## src/rtl/vga_vram_scanner_if.sv

```systemverilog
// Scanner-side bus: VRAM read port plus VGA pin outputs.
interface vga_vram_scanner_if #(
   parameter int unsigned COLOR_W = 3,
   parameter int unsigned ADDR_W  = 13
);
   logic [COLOR_W-1:0] iVramData;
   logic [ADDR_W-1:0]  oVramAddr;
   logic [COLOR_W-1:0] oRGB;
   logic               oHSync;
   logic               oVSync;
   logic               oFrameStart;

   modport master (
      input  iVramData,
      output oVramAddr, oRGB, oHSync, oVSync, oFrameStart
   );

   modport slave (
      output iVramData,
      input  oVramAddr, oRGB, oHSync, oVSync, oFrameStart
   );
endinterface

```

## src/rtl/vga_vram_scanner.sv

```systemverilog
// VGA 640x480@60 scan-out of an 80x60 VRAM, each cell drawn as an 8x8 block.
// Define SCANNER_TESTPAT_EN to replace VRAM colors with 8-pixel vertical color bars.
module vga_vram_scanner #(
   parameter int unsigned COLOR_W   = 3,
   parameter int unsigned VRAM_COLS = 80,
   parameter int unsigned VRAM_ROWS = 60,
   parameter int unsigned ADDR_W    = 13,
   parameter int unsigned H_VIS     = 640,
   parameter int unsigned H_FP      = 16,
   parameter int unsigned H_SYNC    = 96,
   parameter int unsigned H_BP      = 48,
   parameter int unsigned V_VIS     = 480,
   parameter int unsigned V_FP      = 10,
   parameter int unsigned V_SYNC    = 2,
   parameter int unsigned V_BP      = 33
) (
   input  logic               Clock,
   input  logic               Reset,
   vga_vram_scanner_if.master bus
);
   localparam int unsigned CNT_W  = 10;
   localparam int unsigned H_TOT  = H_VIS + H_FP + H_SYNC + H_BP;
   localparam int unsigned V_TOT  = V_VIS + V_FP + V_SYNC + V_BP;
   localparam int unsigned HS_BEG = H_VIS + H_FP;
   localparam int unsigned HS_END = HS_BEG + H_SYNC;
   localparam int unsigned VS_BEG = V_VIS + V_FP;
   localparam int unsigned VS_END = VS_BEG + V_SYNC;

   logic               pe;
   logic [CNT_W-1:0]   hcnt;
   logic [CNT_W-1:0]   vcnt;
   logic [ADDR_W-1:0]  rowbase;
   logic               vis1;
   logic               hs1;
   logic               vs1;
   logic [ADDR_W-1:0]  vram_addr;
   logic [COLOR_W-1:0] rgb;
   logic               hsync;
   logic               vsync;
`ifdef SCANNER_TESTPAT_EN
   logic [CNT_W-1:0]   hcnt1;
`endif

   logic               h_wrap_c;
   logic               v_wrap_c;
   logic               row_step_c;
   logic [ADDR_W-1:0]  col_c;

   assign h_wrap_c = (hcnt == CNT_W'(H_TOT - 1));
   assign v_wrap_c = (vcnt == CNT_W'(V_TOT - 1));
   // Stepping stops at the last VRAM row so blanking lines keep addresses in range.
   assign row_step_c = (vcnt[2:0] == 3'd7) && (vcnt < CNT_W'(V_VIS - 1));
   assign col_c = (hcnt < CNT_W'(H_VIS)) ? ADDR_W'(hcnt >> 3) : ADDR_W'(VRAM_COLS - 1);

   // Counters, address stage and output stage, all advancing on pixel enable.
   always_ff @(posedge Clock) begin
      if (Reset) begin
         pe        <= 1'b0;
         hcnt      <= '0;
         vcnt      <= '0;
         rowbase   <= '0;
         vis1      <= 1'b0;
         hs1       <= 1'b1;
         vs1       <= 1'b1;
         vram_addr <= '0;
         rgb       <= '0;
         hsync     <= 1'b1;
         vsync     <= 1'b1;
`ifdef SCANNER_TESTPAT_EN
         hcnt1     <= '0;
`endif
      end else begin
         pe <= ~pe;
         if (pe) begin
            hcnt <= h_wrap_c ? '0 : hcnt + CNT_W'(1);
            if (h_wrap_c) begin
               vcnt <= v_wrap_c ? '0 : vcnt + CNT_W'(1);
               if (v_wrap_c)
                  rowbase <= '0;
               else if (row_step_c)
                  rowbase <= rowbase + ADDR_W'(VRAM_COLS);
            end

            vram_addr <= rowbase + col_c;
            vis1      <= (hcnt < CNT_W'(H_VIS)) && (vcnt < CNT_W'(V_VIS));
            hs1       <= !((hcnt >= CNT_W'(HS_BEG)) && (hcnt < CNT_W'(HS_END)));
            vs1       <= !((vcnt >= CNT_W'(VS_BEG)) && (vcnt < CNT_W'(VS_END)));

`ifdef SCANNER_TESTPAT_EN
            hcnt1 <= hcnt;
            rgb   <= vis1 ? COLOR_W'(hcnt1 >> 3) : '0;
`else
            rgb   <= vis1 ? bus.iVramData : '0;
`endif
            hsync <= hs1;
            vsync <= vs1;
         end
      end
   end

   assign bus.oVramAddr   = vram_addr;
   assign bus.oRGB        = rgb;
   assign bus.oHSync      = hsync;
   assign bus.oVSync      = vsync;
   assign bus.oFrameStart = pe && (hcnt == '0) && (vcnt == '0);
endmodule

```

## src/flat_wrapper.sv

```systemverilog
// flat-port wrapper written by rule: the top's interface ports become plain ports
module vga_vram_scanner_flat 
#(
   parameter int unsigned COLOR_W   = 3,
   parameter int unsigned VRAM_COLS = 80,
   parameter int unsigned VRAM_ROWS = 60,
   parameter int unsigned ADDR_W    = 13,
   parameter int unsigned H_VIS     = 640,
   parameter int unsigned H_FP      = 16,
   parameter int unsigned H_SYNC    = 96,
   parameter int unsigned H_BP      = 48,
   parameter int unsigned V_VIS     = 480,
   parameter int unsigned V_FP      = 10,
   parameter int unsigned V_SYNC    = 2,
   parameter int unsigned V_BP      = 33
)
  (Clock, Reset, bus_iVramData, bus_oVramAddr, bus_oRGB, bus_oHSync, bus_oVSync, bus_oFrameStart);
  vga_vram_scanner_if #(.COLOR_W(COLOR_W), .ADDR_W(ADDR_W)) bus_i ();
  input  logic Clock;
  input  logic Reset;
  input wire logic [$bits(bus_i.iVramData)-1:0] bus_iVramData;
  output wire logic [$bits(bus_i.oVramAddr)-1:0] bus_oVramAddr;
  output wire logic [$bits(bus_i.oRGB)-1:0] bus_oRGB;
  output wire logic [$bits(bus_i.oHSync)-1:0] bus_oHSync;
  output wire logic [$bits(bus_i.oVSync)-1:0] bus_oVSync;
  output wire logic [$bits(bus_i.oFrameStart)-1:0] bus_oFrameStart;
  assign bus_i.iVramData = bus_iVramData;
  assign bus_oVramAddr = bus_i.oVramAddr;
  assign bus_oRGB = bus_i.oRGB;
  assign bus_oHSync = bus_i.oHSync;
  assign bus_oVSync = bus_i.oVSync;
  assign bus_oFrameStart = bus_i.oFrameStart;
  vga_vram_scanner #(.COLOR_W(COLOR_W), .VRAM_COLS(VRAM_COLS), .VRAM_ROWS(VRAM_ROWS), .ADDR_W(ADDR_W), .H_VIS(H_VIS), .H_FP(H_FP), .H_SYNC(H_SYNC), .H_BP(H_BP), .V_VIS(V_VIS), .V_FP(V_FP), .V_SYNC(V_SYNC), .V_BP(V_BP)) u_core (.Clock(Clock), .Reset(Reset), .bus(bus_i));
endmodule
```

## config.mk

```make
export PLATFORM = sky130hd
export DESIGN_NAME = vga_vram_scanner_flat
export DESIGN_NICKNAME = d
export VERILOG_FILES = /design/src/rtl/vga_vram_scanner_if.sv /design/src/rtl/vga_vram_scanner.sv /design/src/flat_wrapper.sv
export SDC_FILE = /design/constraint.sdc
export NUM_CORES = 1
export LEC_CHECK = 0
export BUFFER_PORTS_ARGS = -buffer_cell sky130_fd_sc_hd__clkbuf_2
export CORE_ASPECT_RATIO = 1.5
export CORE_MARGIN = 2
export CORE_UTILIZATION = 35
export DETAILED_ROUTE_END_ITERATION = 7
export HOLD_SLACK_MARGIN = 0.1
export PLACE_DENSITY_LB_ADDON = 0.25
export SYNTH_ARGS = -nofsm -noshare
export SYNTH_HDL_FRONTEND = slang
export SYNTH_SLANG_ARGS = --single-unit
```

## constraint.sdc

```tcl
create_clock -name Clock -period 1.9 [get_ports Clock]
set_input_delay 0.38 -clock Clock [delete_from_list [all_inputs] [get_ports Clock]]
set_output_delay 0.38 -clock Clock [all_outputs]
set_load 0.01 [all_outputs]
```

==> impl_metrics.toml, run 1 <==
[status]
outcome = "complete, but fails checks"
violations = "negative setup slack"

[cells_and_area]
syn_to_final_growth_pct = 31.3
final-instance-count-excl-fill = 463
seq_area_um2 = 1040
drive_gt1_share_pct = 33.6
fin_area_um2 = 3440
antenna_cells = 0
fillers = 714
multiInputGateArea_um2 = 1640
final_nets = 377

[worst_setup_path]
r2r_slack_ns = -0.03
endpoint = "bus_oFrameStart"
r2r-end = "u_core.bus.oVramAddr[12]"
crit_fanout = 4
path_class = "reg2out"
arrival_ns = 1.69
critPathLaunchType = "register"
end_kind = "output pin"
reg2regPathDepth = 6
r2r_start = "u_core.hcnt[9]"
crit_required_ns = 1.52
startpoint = "u_core.vcnt[0]"

[synthesis]
synth_common_cells = "dfxtp_1, nor2_1, nand2_1"
ys.flop_type = "dfxtp_1"
ys_warn_count = 0
ys_async_sr_fraction_pct = 0
ys_ff_latch = 51
yosys.cell_count.top_type = "dfxtp_1"
synth_top_cell_by_area = "dfxtp_1"
avgSynthCellArea_um2 = 8.63
synth_edf_count = 0
ys_types = 54
synth_area_um2 = 2620
synth_top_cell_area_share_pct = 38.9
synth-seq-area-share_pct = 38.9
synth_area_leaders = "dfxtp_1, ha_1, nor2_1"
syn-instance-count = 304
synth.net_count = 319

[drt]
antenna_left = 0
drt_first_pass_iters = 4
routed_wl_um = 7130
drc = 0
vias = 2506
wl_per_cell_um = 15.4
via_per_inst = 5.41
drt_iter0_markers = 120

[clocking]
htreeDepth = 2
cts_made_buffers = 5
cts_tree = "done"
clock-root-buffer = "clkbuf_8"
insertion_delay_ns = 0.31
hold_buffers = 0
clk_pin_slew_ns = 0.09
clk_path_buf_depth = 2
cts.sinks = 51

[sta]
post-route-min-period_ns = 2.07
final_max_slew_viol_count = 0
rsz0062_at_grt = "true"
worst_pin_slew_ns = 0.633
fmax_ghz = 0.482
setup_ws_ns = -0.174
hold_violations = 0
period_share_pct = 109
slew_headroom_pct = 57.4
fin_skew_ns = 0.00960
timing.hold.ws_ns = 0.320
setup_violations = 3

[global_route]
antenna_found_initial = 0
grt_first_pass_wirelength_um = 11200
grt_pass1_vias = 2434
grt_max_degree = 41
grt_overflow = 0
grt.total_usage_pct = 17.6

[power]
p_leak_nw = 1.30
total_power_mw = 2.10
peakVddDrop_v = 0.000411
powerDensity_nw_per_um2 = 610

[die]
core_area_um2 = 7230
dieWidth_um = 74.7
ios = 24
row_count = 38
die-area_um2 = 8220
die_y_um = 110
initial_utilization_pct = 36.3

[job]
cap_violations = 0

[place]
port_buffers = 23
dpl.hpwl_um = 4950
placed_area_um2 = 3110
gp_congestion = 0.835
placedCellCount = 445

[min_path]
min_path_type = "in2reg"
## worst min path at each step
stage                       startpoint                 end  slack (ns)  depth (start not counted)
floorplan                   u_core.vs1   u_core.bus.oVSync        0.44                          2
global placement    u_core.bus.oRGB[1]  u_core.bus.oRGB[1]        0.45                          2
detailed placement  u_core.bus.oRGB[2]  u_core.bus.oRGB[2]        0.46                          2
CTS                   bus_iVramData[1]  u_core.bus.oRGB[1]        0.31                          3
global route          bus_iVramData[1]  u_core.bus.oRGB[1]        0.31                          3
finish                bus_iVramData[1]  u_core.bus.oRGB[1]        0.32                          3
## registers in the layout, summed over array words and instances, names as in the netlist
| register | flops |
|---|---|
| u_core.vs1 | 1 |
| u_core.rowbase | 9 |
| u_core.bus.oVramAddr | 13 |
| u_core.vcnt | 10 |
| u_core.bus.oRGB | 3 |
| u_core.bus.oVSync | 1 |
| u_core.hcnt | 10 |
| u_core.pe | 1 |
| u_core.vis1 | 1 |
| u_core.bus.oHSync | 1 |
| u_core.hs1 | 1 |
## cell usage in the layout, fill, tap and decap left out, types with 3 or more instances in the layout
cell / count
nor2b_1: 5
a31oi_1: 3
clkbuf_8: 6
clkbuf_2: 22
and4_1: 3
or3_1: 5
o31ai_1: 4
ha_1: 6
nand4_1: 9
dfxtp_1: 43
or4_4: 3
xnor2_1: 6
inv_1: 10
mux2i_1: 5
or4_1: 4
o211ai_1: 4
xor2_1: 7
dfxtp_4: 3
o21ai_0: 8
o221a_2: 4
nand2b_1: 4
o2111ai_1: 3
nand3_1: 17
dfxtp_2: 5
a311oi_1: 3
o311ai_0: 3
a21oi_1: 11
nand2_1: 22
buf_4: 47
nor2_1: 26
nor3_1: 5
## kinds of logic after synthesis
group | after synthesis | synth area share, %
AO/OA/AOI/OAI | 63 | 17.7
XOR/XNOR | 13 | 4.34
adder cells (fa/ha/maj) | 10 | 4.77
buffers and inverters | 34 | 5.39
flip-flops | 51 | 38.9
multiplexers | 5 | 1.91
AND/OR/NAND/NOR | 128 | 27.0
## cell type report
class                           count  share of cell area, %
Clock buffer                        6                   2.40
Clock inverter                      2                  0.472
Inverter                           11                   1.20
Multi-Input combinational cell    220                   47.5
Sequential cell                    51                   30.1
Tap cell                          100                   3.63
Timing Repair Buffer               73                   14.6
## through the flow
stage	TNS (ns)	util (%)	setup WS [ns]
floorplan	0	-	0.000195
global placement	-0.0799	43.0	-0.0799
detailed placement	-0.522	43.0	-0.111
CTS	-0.194	45.6	-0.168
global route	-0.594	47.7	-0.303
finish	-0.209	47.7	-0.174
## worst max-delay path: stages (launching register included)
cell and delay [ns]:
dfxtp_2 0.34, inv_1 0.07, ha_1 0.17, nor4b_4 0.25, nand2_1 0.11, nor4_2 0.28, buf_2 0.17
## layer usage
metal / up-vias / global-route usage, % / part of all wire [%]
li1: 1245 / - / -
met1: 1202 / 19.0 / 40
met2: 39 / 32.7 / 54
met3: 20 / 2.27 / 2.4
met4: 0 / 8.80 / 3.7
met5: - / 0 / 0
## report_power, final
group / internal (mW) / switching, mW
registers: 1.11 / 0.0398
logic: 0.116 / 0.153
clock network: 0.298 / 0.378
## repair_timing
item / CTS / global route
resized for setup: 18 / 24
pin swaps: 3 / 8
setup buffers: 2 / 6
endpoints found under the setup margin: 13 / 15
gates cloned: 0 / 2
No activity file was read; power rests on OpenSTA's default activity.
==> inputs of run 2 (changes only) <==
--- a/config.mk
+++ b/config.mk
@@ -6,7 +6,6 @@
 export NUM_CORES = 1
 export LEC_CHECK = 0
 export BUFFER_PORTS_ARGS = -buffer_cell sky130_fd_sc_hd__clkbuf_2
-export CORE_ASPECT_RATIO = 1.5
 export CORE_MARGIN = 2
 export CORE_UTILIZATION = 35
 export DETAILED_ROUTE_END_ITERATION = 7
==> impl_metrics.toml, run 2 (synthesis results as in run 1) <==
[die]
core_area_um2 = 7250
row_count = 31
die_y_um = 90.6
dieWidth_um = 90.6
die-area_um2 = 8200
ios = 24
initial_utilization_pct = 36.2

[cells_and_area]
syn_to_final_growth_pct = 30.0
fillers = 696
antenna_cells = 0
largest_reg_flops = 13
fin_util_pct = 47.0
final_common_cell = "dfxtp_1"
mostFrequentLayoutCells = "dfxtp_1, buf_4, nor2_1"
fin_area_um2 = 3410
drive_gt1_share_pct = 32.9
final_nets = 373

[clocking]
clk_pin_slew_ns = 0.10
insertion_delay_ns = 0.31
clock-root-buffer = "clkbuf_8"
htreeDepth = 2
cts_made_buffers = 5
cts_tree = "done"
cts.sinks = 51
clk_path_buf_depth = 2
hold_buffers = 0

[global_route]
grt_overflow = 0
grt_max_degree = 35
antenna_found_initial = 0
grt_first_pass_wirelength_um = 11400
grt.total_usage_pct = 16.7
grt_pass1_vias = 2355

[status]
violations = "negative setup slack"
outcome = "complete, but fails checks"

[drt]
drt_first_pass_iters = 4
drt_iter0_markers = 117
drc = 0
wl_per_cell_um = 14.3
routed_wl_um = 6550
vias = 2472
antenna_left = 0
via_per_inst = 5.40

[worst_setup_path]
path_class = "reg2out"
r2r_slack_ns = -0.01
critPathBufInv = 2
cpMaxStageDelayCell = "dfxtp_4"
crit_family = "simple AND/OR/NAND/NOR gates"
crit_chain = "inv_4 > ha_4 > nor4b_4 > nand2_1 > nor4_4 > buf_2"
critPathLaunchType = "register"
crit_required_ns = 1.52
end_kind = "output pin"
max_stage_delay_ns = 0.38
arrival_ns = 1.61
crit_fanout = 4

[power]
switching_share_pct = 27.7
p_clk_share_pct = 31.1
switchingPower_uw = 573
p_leak_nw = 1.29
peakVddDrop_v = 0.000355
power.internal_mw = 1.50
comb_power_share_pct = 13.2
p_seq_share_pct = 55.7
powerDensity_nw_per_um2 = 607

[sta]
setup_ws_ns = -0.0911
slew_headroom_pct = 59.0
fin_skew_ns = 0.00456
period_share_pct = 105
fmax_ghz = 0.502
final_max_slew_viol_count = 0
worst_pin_slew_ns = 0.609
post-route-min-period_ns = 1.99
setup_violations = 3
rsz0062_at_grt = "true"
hold_violations = 0

[place]
placed_area_um2 = 3090
gp_congestion = 0.822
dpl.hpwl_um = 4650
port_buffers = 23

[job]
cap_violations = 0

[min_path]
min_path_type = "in2reg"
==> run 2: what timing repair did <==
| item | CTS | global route |
|---|---|---|
| endpoints found under the setup margin | 9 | 15 |
| setup buffers | 6 | 2 |
| resized for setup | 13 | 35 |
| pin swaps | 9 | 9 |
| hold endpoints to repair | 0 | 0 |
==> run 2: power by group through the flow <==
stage | clock network (mW) | registers, mW | logic [mW]
floorplan | 0 | 1.19 | 0.150
global placement | 0 | 1.18 | 0.254
detailed placement | 0 | 1.18 | 0.256
CTS | 0.670 | 1.16 | 0.262
global route | 0.708 | 1.16 | 0.304
finish | 0.644 | 1.15 | 0.273
==> run 2: worst reg2reg max path: cells and delay by family (launching register included) <==
family                   cells  cell delay, ns
flip-flops                   1            0.35
adder cells (fa/ha/maj)      1            0.26
AO/OA/AOI/OAI                3            0.51
AND/OR/NAND/NOR              2            0.58
buffers and inverters        1            0.11
==> run 2: per-layer routing <==
layer  up-vias  wire length (µm)  track usage (%)
li1       1238                 -                -
met2        51              3060             27.2
met3         8               211             3.01
met5         -                 0                0
met1      1175              3190             22.6
met4         0                92             5.13
==> run 2: worst paths after layout <==
check                          start                       end  depth (start not counted)
hold / removal      bus_iVramData[1]        u_core.bus.oRGB[1]                          3
setup / recovery      u_core.vcnt[1]           bus_oFrameStart                          6
setup reg to reg      u_core.hcnt[8]  u_core.bus.oVramAddr[12]                          7
hold reg to reg   u_core.bus.oRGB[0]        u_core.bus.oRGB[0]                          2
==> run 2: final cells by class <==
type | count | area, µm² | area share (%)
Timing Repair Buffer | 70 | 492 | 14.4
Clock inverter | 3 | 18.8 | 0.550
Clock buffer | 5 | 68.8 | 2.02
Sequential cell | 51 | 1030 | 30.3
Multi-Input combinational cell | 219 | 1630 | 47.7
Tap cell | 99 | 124 | 3.63
Inverter | 11 | 46.3 | 1.36
==> run 2: per-stage QoR <==
step           worst slack [ns]  TNS [ns]  total power, mW  instances  hold WS [ns]
2_1_floorplan          0.000195         0             1.34        304         0.440
6_report                -0.0911    -0.109             2.07        458         0.318
5_1_grt                  -0.204    -0.725             2.17        458         0.310
3_5_place_dp            -0.0239   -0.0659             1.44        442         0.458
3_3_place_gp             0.0111         0             1.43        442         0.453
4_1_cts                  -0.211    -0.298             2.09        456         0.307
==> inputs of run 3 (changes only) <==
--- a/config.mk
+++ b/config.mk
@@ -5,6 +5,7 @@
 export SDC_FILE = /design/constraint.sdc
 export NUM_CORES = 1
 export LEC_CHECK = 0
+export ABC_AREA = 1
 export BUFFER_PORTS_ARGS = -buffer_cell sky130_fd_sc_hd__clkbuf_2
 export CORE_MARGIN = 2
 export CORE_UTILIZATION = 35
==> impl_metrics.toml, run 3 <==
[clocking]
htreeDepth = 2
cts.sinks = 51
cts_tree = "done"
clk_path_buf_depth = 2
clock-root-buffer = "clkbuf_8"
insertion_delay_ns = 0.31
clk_pin_slew_ns = 0.10
cts_made_buffers = 5

[synthesis]
synth_edf_count = 0
ys_ff_latch = 51
synth_top_cell_area_share_pct = 39.4
ys_async_sr_fraction_pct = 0
syn-instance-count = 357
avgSynthCellArea_um2 = 7.27
ys_warn_count = 0
synth-seq-area-share_pct = 39.4
synth_top_cell_by_area = "dfxtp_1"
synth_area_um2 = 2590
synth_area_leaders = "dfxtp_1, nand2_1, nand3_1"
ys_types = 37
ys.flop_type = "dfxtp_1"
synth.net_count = 372
synth_common_cells = "nand2_1, dfxtp_1, inv_1"
yosys.cell_count.top_type = "nand2_1"

[global_route]
grt_first_pass_wirelength_um = 10500
grt.total_usage_pct = 15.5
grt_overflow = 0
grt_pass1_vias = 2227
grt_max_degree = 18
antenna_found_initial = 0

[worst_setup_path]
end_kind = "output pin"
crit_required_ns = 1.52
critPathLaunchType = "register"
crit_fanout = 4
path_class = "reg2out"
arrival_ns = 1.50

[power]
peakVddDrop_v = 0.000472
total_power_mw = 1.89
p_leak_nw = 1.32
powerDensity_nw_per_um2 = 605

[cells_and_area]
final_common_cell = "nand2_1"
syn_to_final_growth_pct = 20.4
largest_reg_flops = 13
final_nets = 415
mostFrequentLayoutCells = "nand2_1, dfxtp_1, inv_1"
fillers = 770
fin_util_pct = 43.3
antenna_cells = 0
drive_gt1_share_pct = 23.9

[sta]
post-route-min-period_ns = 1.88
period_share_pct = 99.2
slew_headroom_pct = 59.5
setup_violations = 0
fmax_ghz = 0.531
hold_violations = 0
timing.hold.ws_ns = 0.318
final.setup.tns_ns = 0
rsz0062_at_grt = "true"
worst_pin_slew_ns = 0.602
fin_skew_ns = 0.00657
final_max_slew_viol_count = 0

[die]
die-area_um2 = 8120
core_area_um2 = 7210
ios = 24
die_y_um = 90.1
dieWidth_um = 90.1
initial_utilization_pct = 36.0
row_count = 31

[min_path]
min_path_type = "in2reg"

[job]
cap_violations = 0

[drt]
via_per_inst = 4.87
vias = 2435
wl_per_cell_um = 12.8
routed_wl_um = 6410
antenna_left = 0
drt_first_pass_iters = 4
drc = 0
drt_iter0_markers = 94

[status]
outcome = "complete, no violations"

[place]
gp_congestion = 0.847
port_buffers = 23
dpl.hpwl_um = 4600
## run 3: cell count changes in the layout (fill, tap and decap cells not counted), moves of 5 or more
cell     previous run  this run
nand2_1            22        62
inv_1               8        39
buf_4              43        21
nand3_1            17        37
nor2_2              0        16
o21ai_0             7        22
a21oi_1            12        20
nor2_1             26        33
nor2b_1             7         0
nand2_2             0         6
mux2i_1             5         0
or3_1               5         0
or4_4               5         0
xnor2_1             6         1
## run 3: per-layer routing
layer / track usage [%] / share of wire, % / vias up
li1: - / - / 1263
met1: 21.9 / 50 / 1135
met2: 24.7 / 46 / 30
met3: 2.68 / 2.9 / 7
met4: 3.97 / 1.0 / 0
met5: 0 / 0 / -
## run 3: stage by stage
stage               setup WS (ns)  instance area, µm²  std cells
floorplan                   0.154                2590        357
global placement            0.101                2870        482
detailed placement         0.0299                2870        482
CTS                       0.00220                2980        490
global route              -0.0605                3120        500
finish                     0.0160                3120        500
## run 3: cell families (layout without fill, tap and decap cells)
family / Yosys count / count (layout) / share of synthesized area, %
buffers and inverters: 54 / 98 / 8.63
adders and majority gates: 10 / 10 / 4.82
xor gates and xnor gates: 6 / 6 / 2.03
DFF: 51 / 51 / 39.4
and+or+nand+nor: 177 / 177 / 31.5
AOI/OAI and AO/OA: 59 / 59 / 13.6
## run 3: final timing paths
kind	start	to	slack, ns	cells past startpoint
worst max-delay path	u_core.vcnt[1]	bus_oFrameStart	0.02	7
worst min-delay path	bus_iVramData[0]	u_core.bus.oRGB[0]	0.32	2
worst max register to register	u_core.hcnt[8]	u_core.bus.oVramAddr[11]	0.13	13
worst min register to register	u_core.bus.oVramAddr[11]	u_core.bus.oVramAddr[11]	0.46	2
## run 3: timing repair
item,in CTS,in global routing
setup buffers,0,10
hold buffers,0,0
pin swaps,3,5
resized for setup,4,26
endpoints found under the setup margin,1,8
## run 3: where the power goes
part	leakage (nW)	total, mW	switching [mW]	internal [mW]
clock	0.0474	0.692	0.394	0.298
combinational	0.854	0.108	0.0698	0.0382
sequential	0.416	1.09	0.00865	1.08
total	1.32	1.89	0.472	1.42
## run 3: area by class of cell
class                   count  area [µm²]  share of cell area, %
clock buffers               6        82.6                   2.64
clock inverters             2        16.3                  0.521
inverters                  46         180                   5.77
multi-input cells         252        1410                   45.3
flip-flops and latches     51        1030                   33.1
well taps                  99         124                   3.97
repair buffers             44         273                   8.73
## run 3: worst max-delay path, cell delays in order (launching register included)
cell     delay (ns)
dfxtp_4        0.37
inv_4          0.08
ha_4           0.13
inv_2          0.03
nor2_2         0.11
nand4_1        0.12
nor3_2         0.20
buf_2          0.15
